[config.mk]
export PLATFORM = sky130hd
export DESIGN_NAME = noc_local_inject_arbiter
export DESIGN_NICKNAME = d
export VERILOG_FILES = /design/src/rtl/noc_local_inject_arbiter.sv
export SDC_FILE = /design/constraint.sdc
export NUM_CORES = 1
export LEC_CHECK = 0
export CAP_MARGIN = 20
export CORE_MARGIN = 1.5
export CORE_UTILIZATION = 61
export CTS_BUF_LIST = sky130_fd_sc_hd__clkbuf_16
export CTS_CLUSTER_DIAMETER = 30
export DETAILED_ROUTE_END_ITERATION = 10
export PLACE_DENSITY = 0.81
export SLEW_MARGIN = 20
export SYNTH_ARGS = -nofsm -noshare
export SYNTH_HDL_FRONTEND = slang
export SYNTH_SLANG_ARGS = --single-unit
[constraint.sdc]
create_clock -name noc_clk -period 6.8 [get_ports noc_clk]
set_input_delay 1.36 -clock noc_clk [delete_from_list [all_inputs] [get_ports noc_clk]]
set_output_delay 1.36 -clock noc_clk [all_outputs]
set_load 0.02 [all_outputs]
[src/rtl/noc_local_inject_arbiter.sv]
// Local-injection stage: per-channel FIFOs feeding one sender link with wormhole round-robin
// arbitration. Optional head-flit drop and error counter enabled by NOC_INJ_ERR_DROP_EN.
`ifndef Noc_Data_Width
`define Noc_Data_Width 32
`endif

module noc_local_inject_arbiter #(
    parameter int unsigned NUM_CH     = 2,
    parameter int unsigned FLIT_W     = `Noc_Data_Width,
    parameter int unsigned FIFO_DEPTH = 4,
    localparam int unsigned CH_W      = (NUM_CH > 2) ? $clog2(NUM_CH) : 1
) (
    input  logic                     noc_clk,
    input  logic                     noc_rst,
    input  logic [NUM_CH-1:0]        ch_receive_valid,
    output logic [NUM_CH-1:0]        ch_receive_ready,
    input  logic [NUM_CH*FLIT_W-1:0] ch_receive_flit,
    output logic [NUM_CH-1:0]        ch_receive_vc_ready,
    input  logic [NUM_CH-1:0]        ch_receive_is_header,
    input  logic [NUM_CH-1:0]        ch_receive_is_tail,
    output logic                     sender_valid,
    input  logic                     sender_ready,
    output logic [FLIT_W-1:0]        sender_flit,
    input  logic                     sender_vc_ready,
    output logic                     sender_is_header,
    output logic                     sender_is_tail,
    output logic [CH_W-1:0]          sender_ch_id
`ifdef NOC_INJ_ERR_DROP_EN
    ,
    output logic [15:0]              err_cnt
`endif
);
    localparam int unsigned AW = $clog2(FIFO_DEPTH);
    localparam int unsigned EW = FLIT_W + 2;

    typedef enum logic [0:0] {StIdle, StLocked} state_e;

    state_e            state_q;
    logic [CH_W-1:0]   grant_q, rr_ptr_q, pick, rr_next;
    logic              found, lock_valid;
    int unsigned       idx;

    logic [EW-1:0]     mem_q [NUM_CH][FIFO_DEPTH];
    logic [AW:0]       wr_ptr_q [NUM_CH];
    logic [AW:0]       rd_ptr_q [NUM_CH];
    logic [FLIT_W-1:0] head_flit [NUM_CH];
    logic [NUM_CH-1:0] empty, full, push, pop, drop, cand, head_hdr, head_tail;

    always_comb begin
        empty     = '0;
        full      = '0;
        push      = '0;
        cand      = '0;
        head_hdr  = '0;
        head_tail = '0;
        for (int unsigned i = 0; i < NUM_CH; i++) begin
            empty[i] = (wr_ptr_q[i] == rd_ptr_q[i]);
            full[i]  = (wr_ptr_q[i][AW] != rd_ptr_q[i][AW]) &&
                       (wr_ptr_q[i][AW-1:0] == rd_ptr_q[i][AW-1:0]);
            {head_hdr[i], head_tail[i], head_flit[i]} = mem_q[i][rd_ptr_q[i][AW-1:0]];
            push[i]  = ch_receive_valid[i] && !full[i] && !noc_rst;
            cand[i]  = !empty[i] && head_hdr[i];
        end
    end

    assign lock_valid = (state_q == StLocked) && !empty[grant_q];

    // Non-header heads can never win arbitration; optionally they are discarded while idle.
    always_comb begin
        drop = '0;
`ifdef NOC_INJ_ERR_DROP_EN
        for (int unsigned i = 0; i < NUM_CH; i++) begin
            drop[i] = (state_q == StIdle) && !empty[i] && !head_hdr[i];
        end
`endif
        pop = drop;
        for (int unsigned i = 0; i < NUM_CH; i++) begin
            if (lock_valid && sender_ready && grant_q == CH_W'(i)) begin
                pop[i] = 1'b1;
            end
        end
    end

    // Round-robin search starting at rr_ptr, wrapping around.
    always_comb begin
        found = 1'b0;
        pick  = rr_ptr_q;
        idx   = 0;
        for (int unsigned k = 0; k < NUM_CH; k++) begin
            idx = (32'(rr_ptr_q) + k) % NUM_CH;
            if (!found && cand[idx]) begin
                found = 1'b1;
                pick  = CH_W'(idx);
            end
        end
    end

    assign rr_next = (grant_q == CH_W'(NUM_CH - 1)) ? '0 : grant_q + 1'b1;

    always_ff @(posedge noc_clk) begin
        if (noc_rst) begin
            state_q  <= StIdle;
            grant_q  <= '0;
            rr_ptr_q <= '0;
        end else begin
            unique case (state_q)
                StIdle: begin
                    if (sender_vc_ready && found) begin
                        grant_q <= pick;
                        state_q <= StLocked;
                    end
                end
                StLocked: begin
                    if (pop[grant_q] && head_tail[grant_q]) begin
                        state_q  <= StIdle;
                        rr_ptr_q <= rr_next;
                    end
                end
                default: state_q <= StIdle;
            endcase
        end
    end

    always_ff @(posedge noc_clk) begin
        if (noc_rst) begin
            for (int unsigned i = 0; i < NUM_CH; i++) begin
                wr_ptr_q[i] <= '0;
                rd_ptr_q[i] <= '0;
            end
        end else begin
            for (int unsigned i = 0; i < NUM_CH; i++) begin
                if (push[i]) begin
                    mem_q[i][wr_ptr_q[i][AW-1:0]] <= {ch_receive_is_header[i],
                                                      ch_receive_is_tail[i],
                                                      ch_receive_flit[i*FLIT_W +: FLIT_W]};
                    wr_ptr_q[i] <= wr_ptr_q[i] + 1'b1;
                end
                if (pop[i]) begin
                    rd_ptr_q[i] <= rd_ptr_q[i] + 1'b1;
                end
            end
        end
    end

`ifdef NOC_INJ_ERR_DROP_EN
    logic [15:0] err_cnt_q;
    logic [16:0] err_sum;

    assign err_sum = 17'(err_cnt_q) + 17'($countones(drop));

    always_ff @(posedge noc_clk) begin
        if (noc_rst) begin
            err_cnt_q <= '0;
        end else begin
            err_cnt_q <= err_sum[16] ? 16'hFFFF : err_sum[15:0];
        end
    end

    assign err_cnt = noc_rst ? '0 : err_cnt_q;
`endif

    always_comb begin
        ch_receive_ready    = noc_rst ? '0 : ~full;
        ch_receive_vc_ready = '0;
        for (int unsigned i = 0; i < NUM_CH; i++) begin
            ch_receive_vc_ready[i] = !noc_rst && empty[i] &&
                                     !(state_q == StLocked && grant_q == CH_W'(i));
        end
        sender_valid     = !noc_rst && lock_valid;
        sender_flit      = '0;
        sender_is_header = 1'b0;
        sender_is_tail   = 1'b0;
        if (!noc_rst && lock_valid) begin
            sender_flit      = head_flit[grant_q];
            sender_is_header = head_hdr[grant_q];
            sender_is_tail   = head_tail[grant_q];
        end
        sender_ch_id = noc_rst ? '0 : grant_q;
    end

endmodule

==> flow_summary.ini <==
[outcome]
status = finished clean

[routing]
vias = 6060
avgViaCountPerCell = 6.09
first_pass_iters = 5
drt-total-wl_mm = 24.5
drc = 0
wl_per_cell_um = 24.6
drtAntennaViolNets = 0
drtIter0Drc = 597

[logic_synthesis]
yosys_warnings = 0
synth_seq_cells = 287
yosysTopAreaCell = edfxtp_1
syn_area_um2 = 11500
synth-edff-count = 284
yosysTopAreaCellShare_pct = 74.0
synth_flop_cell = edfxtp_1
synth_nets = 660
ys_top_cells_by_area = edfxtp_1, mux4_2, a21oi_2, nand2_1, ha_1
ys_seq_area_share_pct = 74.5
synth_common_cells = edfxtp_1, nand2_1, mux4_2
syn_area_per_cell_um2 = 20.0
synth.distinct_cells = 39
yosysMostFrequentCell = edfxtp_1
syn_inst = 576
async_reset_ff_share_pct = 0

[min_path]
hold_depth = 2
hp-class = flop to flop

[sta]
hold_viol_final = 0
slew-limit-headroom_pct = 30.7
rsz0062_at_grt = false
setup_viol = 0
tightest_slew_ps = 1040
fmax_mhz = 188
layout_min_cycle_time_ps = 5310
drv_slew = 0
fin_ws_ps = 1490
finalCritPeriodShare_pct = 78.0
tns_ps = 0
skew_ps = 8.36

[global_route]
use_met3_pct = 7.11
grt_pass1_wl_mm = 37.0
grt_pass1_vias = 6309
top_usage_layer = met2
gr-total-overflow = 0
grt_max_degree = 38
antenna_found_initial = 0
use_met2_pct = 41.2
track_usage_pct = 25.6
grt_use_met1_pct = 33.1

[cts]
clkTransAtPathRegs_ps = 50
clock-sinks = 287
cts-hold-fix-buffers = 0
cts_made_buffers = 47
clkLatencyLatePin_ps = 530
cts_root_buf = clkbuf_16
ctsResizeCount = 0
post_cts_buffers = 0
cts.htree.levels = 2
cts_buffer_depth = 3
tritoncts = done

[cells_and_area]
drive_gt1_share_pct = 26.1
nNetsFinal = 807
fillers = 984
area.growth.synth_to_final_pct = 25.2
diodes = 0
stdcell_area_um2 = 14400

[run]
cap_violations = 0

[floorplan]
dieArea_um2 = 19700
initial_core_util_pct = 61.8
coreArea_um2 = 18600
rows = 50
die_y_um = 140
die_w_um = 140
io_pins = 114

[power]
vdd_drop_max_v = 0.000274
p_leak_nw = 4.84
pwr_density_cell_nw_per_um2 = 330

[worst_setup_path]
start_kind = input pin
path_max_fanout = 37
critPathCaptureType = output port
reg2reg_depth = 5
worstPathArrival_ps = 3950
critPathKind = input pin to output port
required_ps = 5440

[placed_design]
hpwl_mm = 14.5
postPlaceCellArea_um2 = 12900
place_ws_ps = 1550
port_buffers = 113
place_congestion = 0.818
-- cell usage in the layout, fill, tap and decap left out, drive strengths merged, types with 6 or more instances in the layout --
cell           Yosys  routed
edfxtp           284     284
clkdlybuf4s50      0     113
nand2             69      69
mux4              68      68
clkbuf            11      47
a21oi             37      37
inv               12      25
clkinv             0      18
buf               17      13
and3              12      12
ha                10      10
xor2               8       8
nor2               7       7
xnor2              6       6
bufinv             0       6
-- registers in the layout, summed over array words and instances, names as in the netlist --
| name | count |
|---|---|
| rr_ptr_q | 1 |
| rd_ptr_q | 6 |
| mem_q | 272 |
| grant_q | 1 |
| wr_ptr_q | 6 |
| state_q | 1 |
-- through the flow --
step	hold WS, ps	cells	utilization, %	total power [mW]
finish	547	995	77.4	4.77
global route	553	995	77.4	4.90
CTS	542	995	77.4	4.79
detailed placement	514	908	69.0	2.48
global placement	468	908	69.0	2.47
floorplan	456	576	-	2.32
-- cell type report --
cell class | instances | area, um^2 | share of cell area, %
Sequential cell | 287 | 8590 | 59.5
Multi-Input combinational cell | 249 | 2710 | 18.8
Timing Repair Buffer | 126 | 1230 | 8.51
Clock buffer | 47 | 1180 | 8.15
Clock inverter | 40 | 389 | 2.70
Tap cell | 234 | 293 | 2.03
Inverter | 12 | 45.0 | 0.312
-- power breakdown --
part	internal [mW]	switching, mW	total (mW)	leakage (nW)
logic	0.173	0.228	0.401	1.44
registers	2.02	0.0339	2.05	2.62
clock network	1.50	0.815	2.31	0.784
total	3.69	1.08	4.77	4.84
-- critical path: stages --
cell	delay, ps
clkdlybuf4s50_1	690
nand2b_1	300
a211o_2	660
a21oi_2	280
clkdlybuf4s50_1	640
-- worst paths after layout --
check                  from               to  slack, ps
max                 noc_rst  sender_flit[26]       1490
min                rr_ptr_q         rr_ptr_q        550
max reg2reg  rd_ptr_q[0][0]     mem_q[0][12]       3550
min reg2reg        rr_ptr_q         rr_ptr_q        550
-- cells by family after synthesis --
| logic type | Yosys count | share of synthesized area, % |
|---|---|---|
| adder cells (fa/ha/maj) | 10 | 1.09 |
| AO/OA/AOI/OAI | 55 | 3.81 |
| XOR/XNOR | 14 | 1.39 |
| buffers and inverters | 40 | 1.95 |
| AND/OR/NAND/NOR | 102 | 3.96 |
| multiplexers | 68 | 13.3 |
| flip-flops | 287 | 74.5 |
-- routing by layer --
metal	part of all wire [%]	wire length [um]
met5	0	0
met4	4.2	1020
met3	8.1	1990
met2	50	12100
met1	38	9320
No activity file was read; power rests on OpenSTA's default activity.
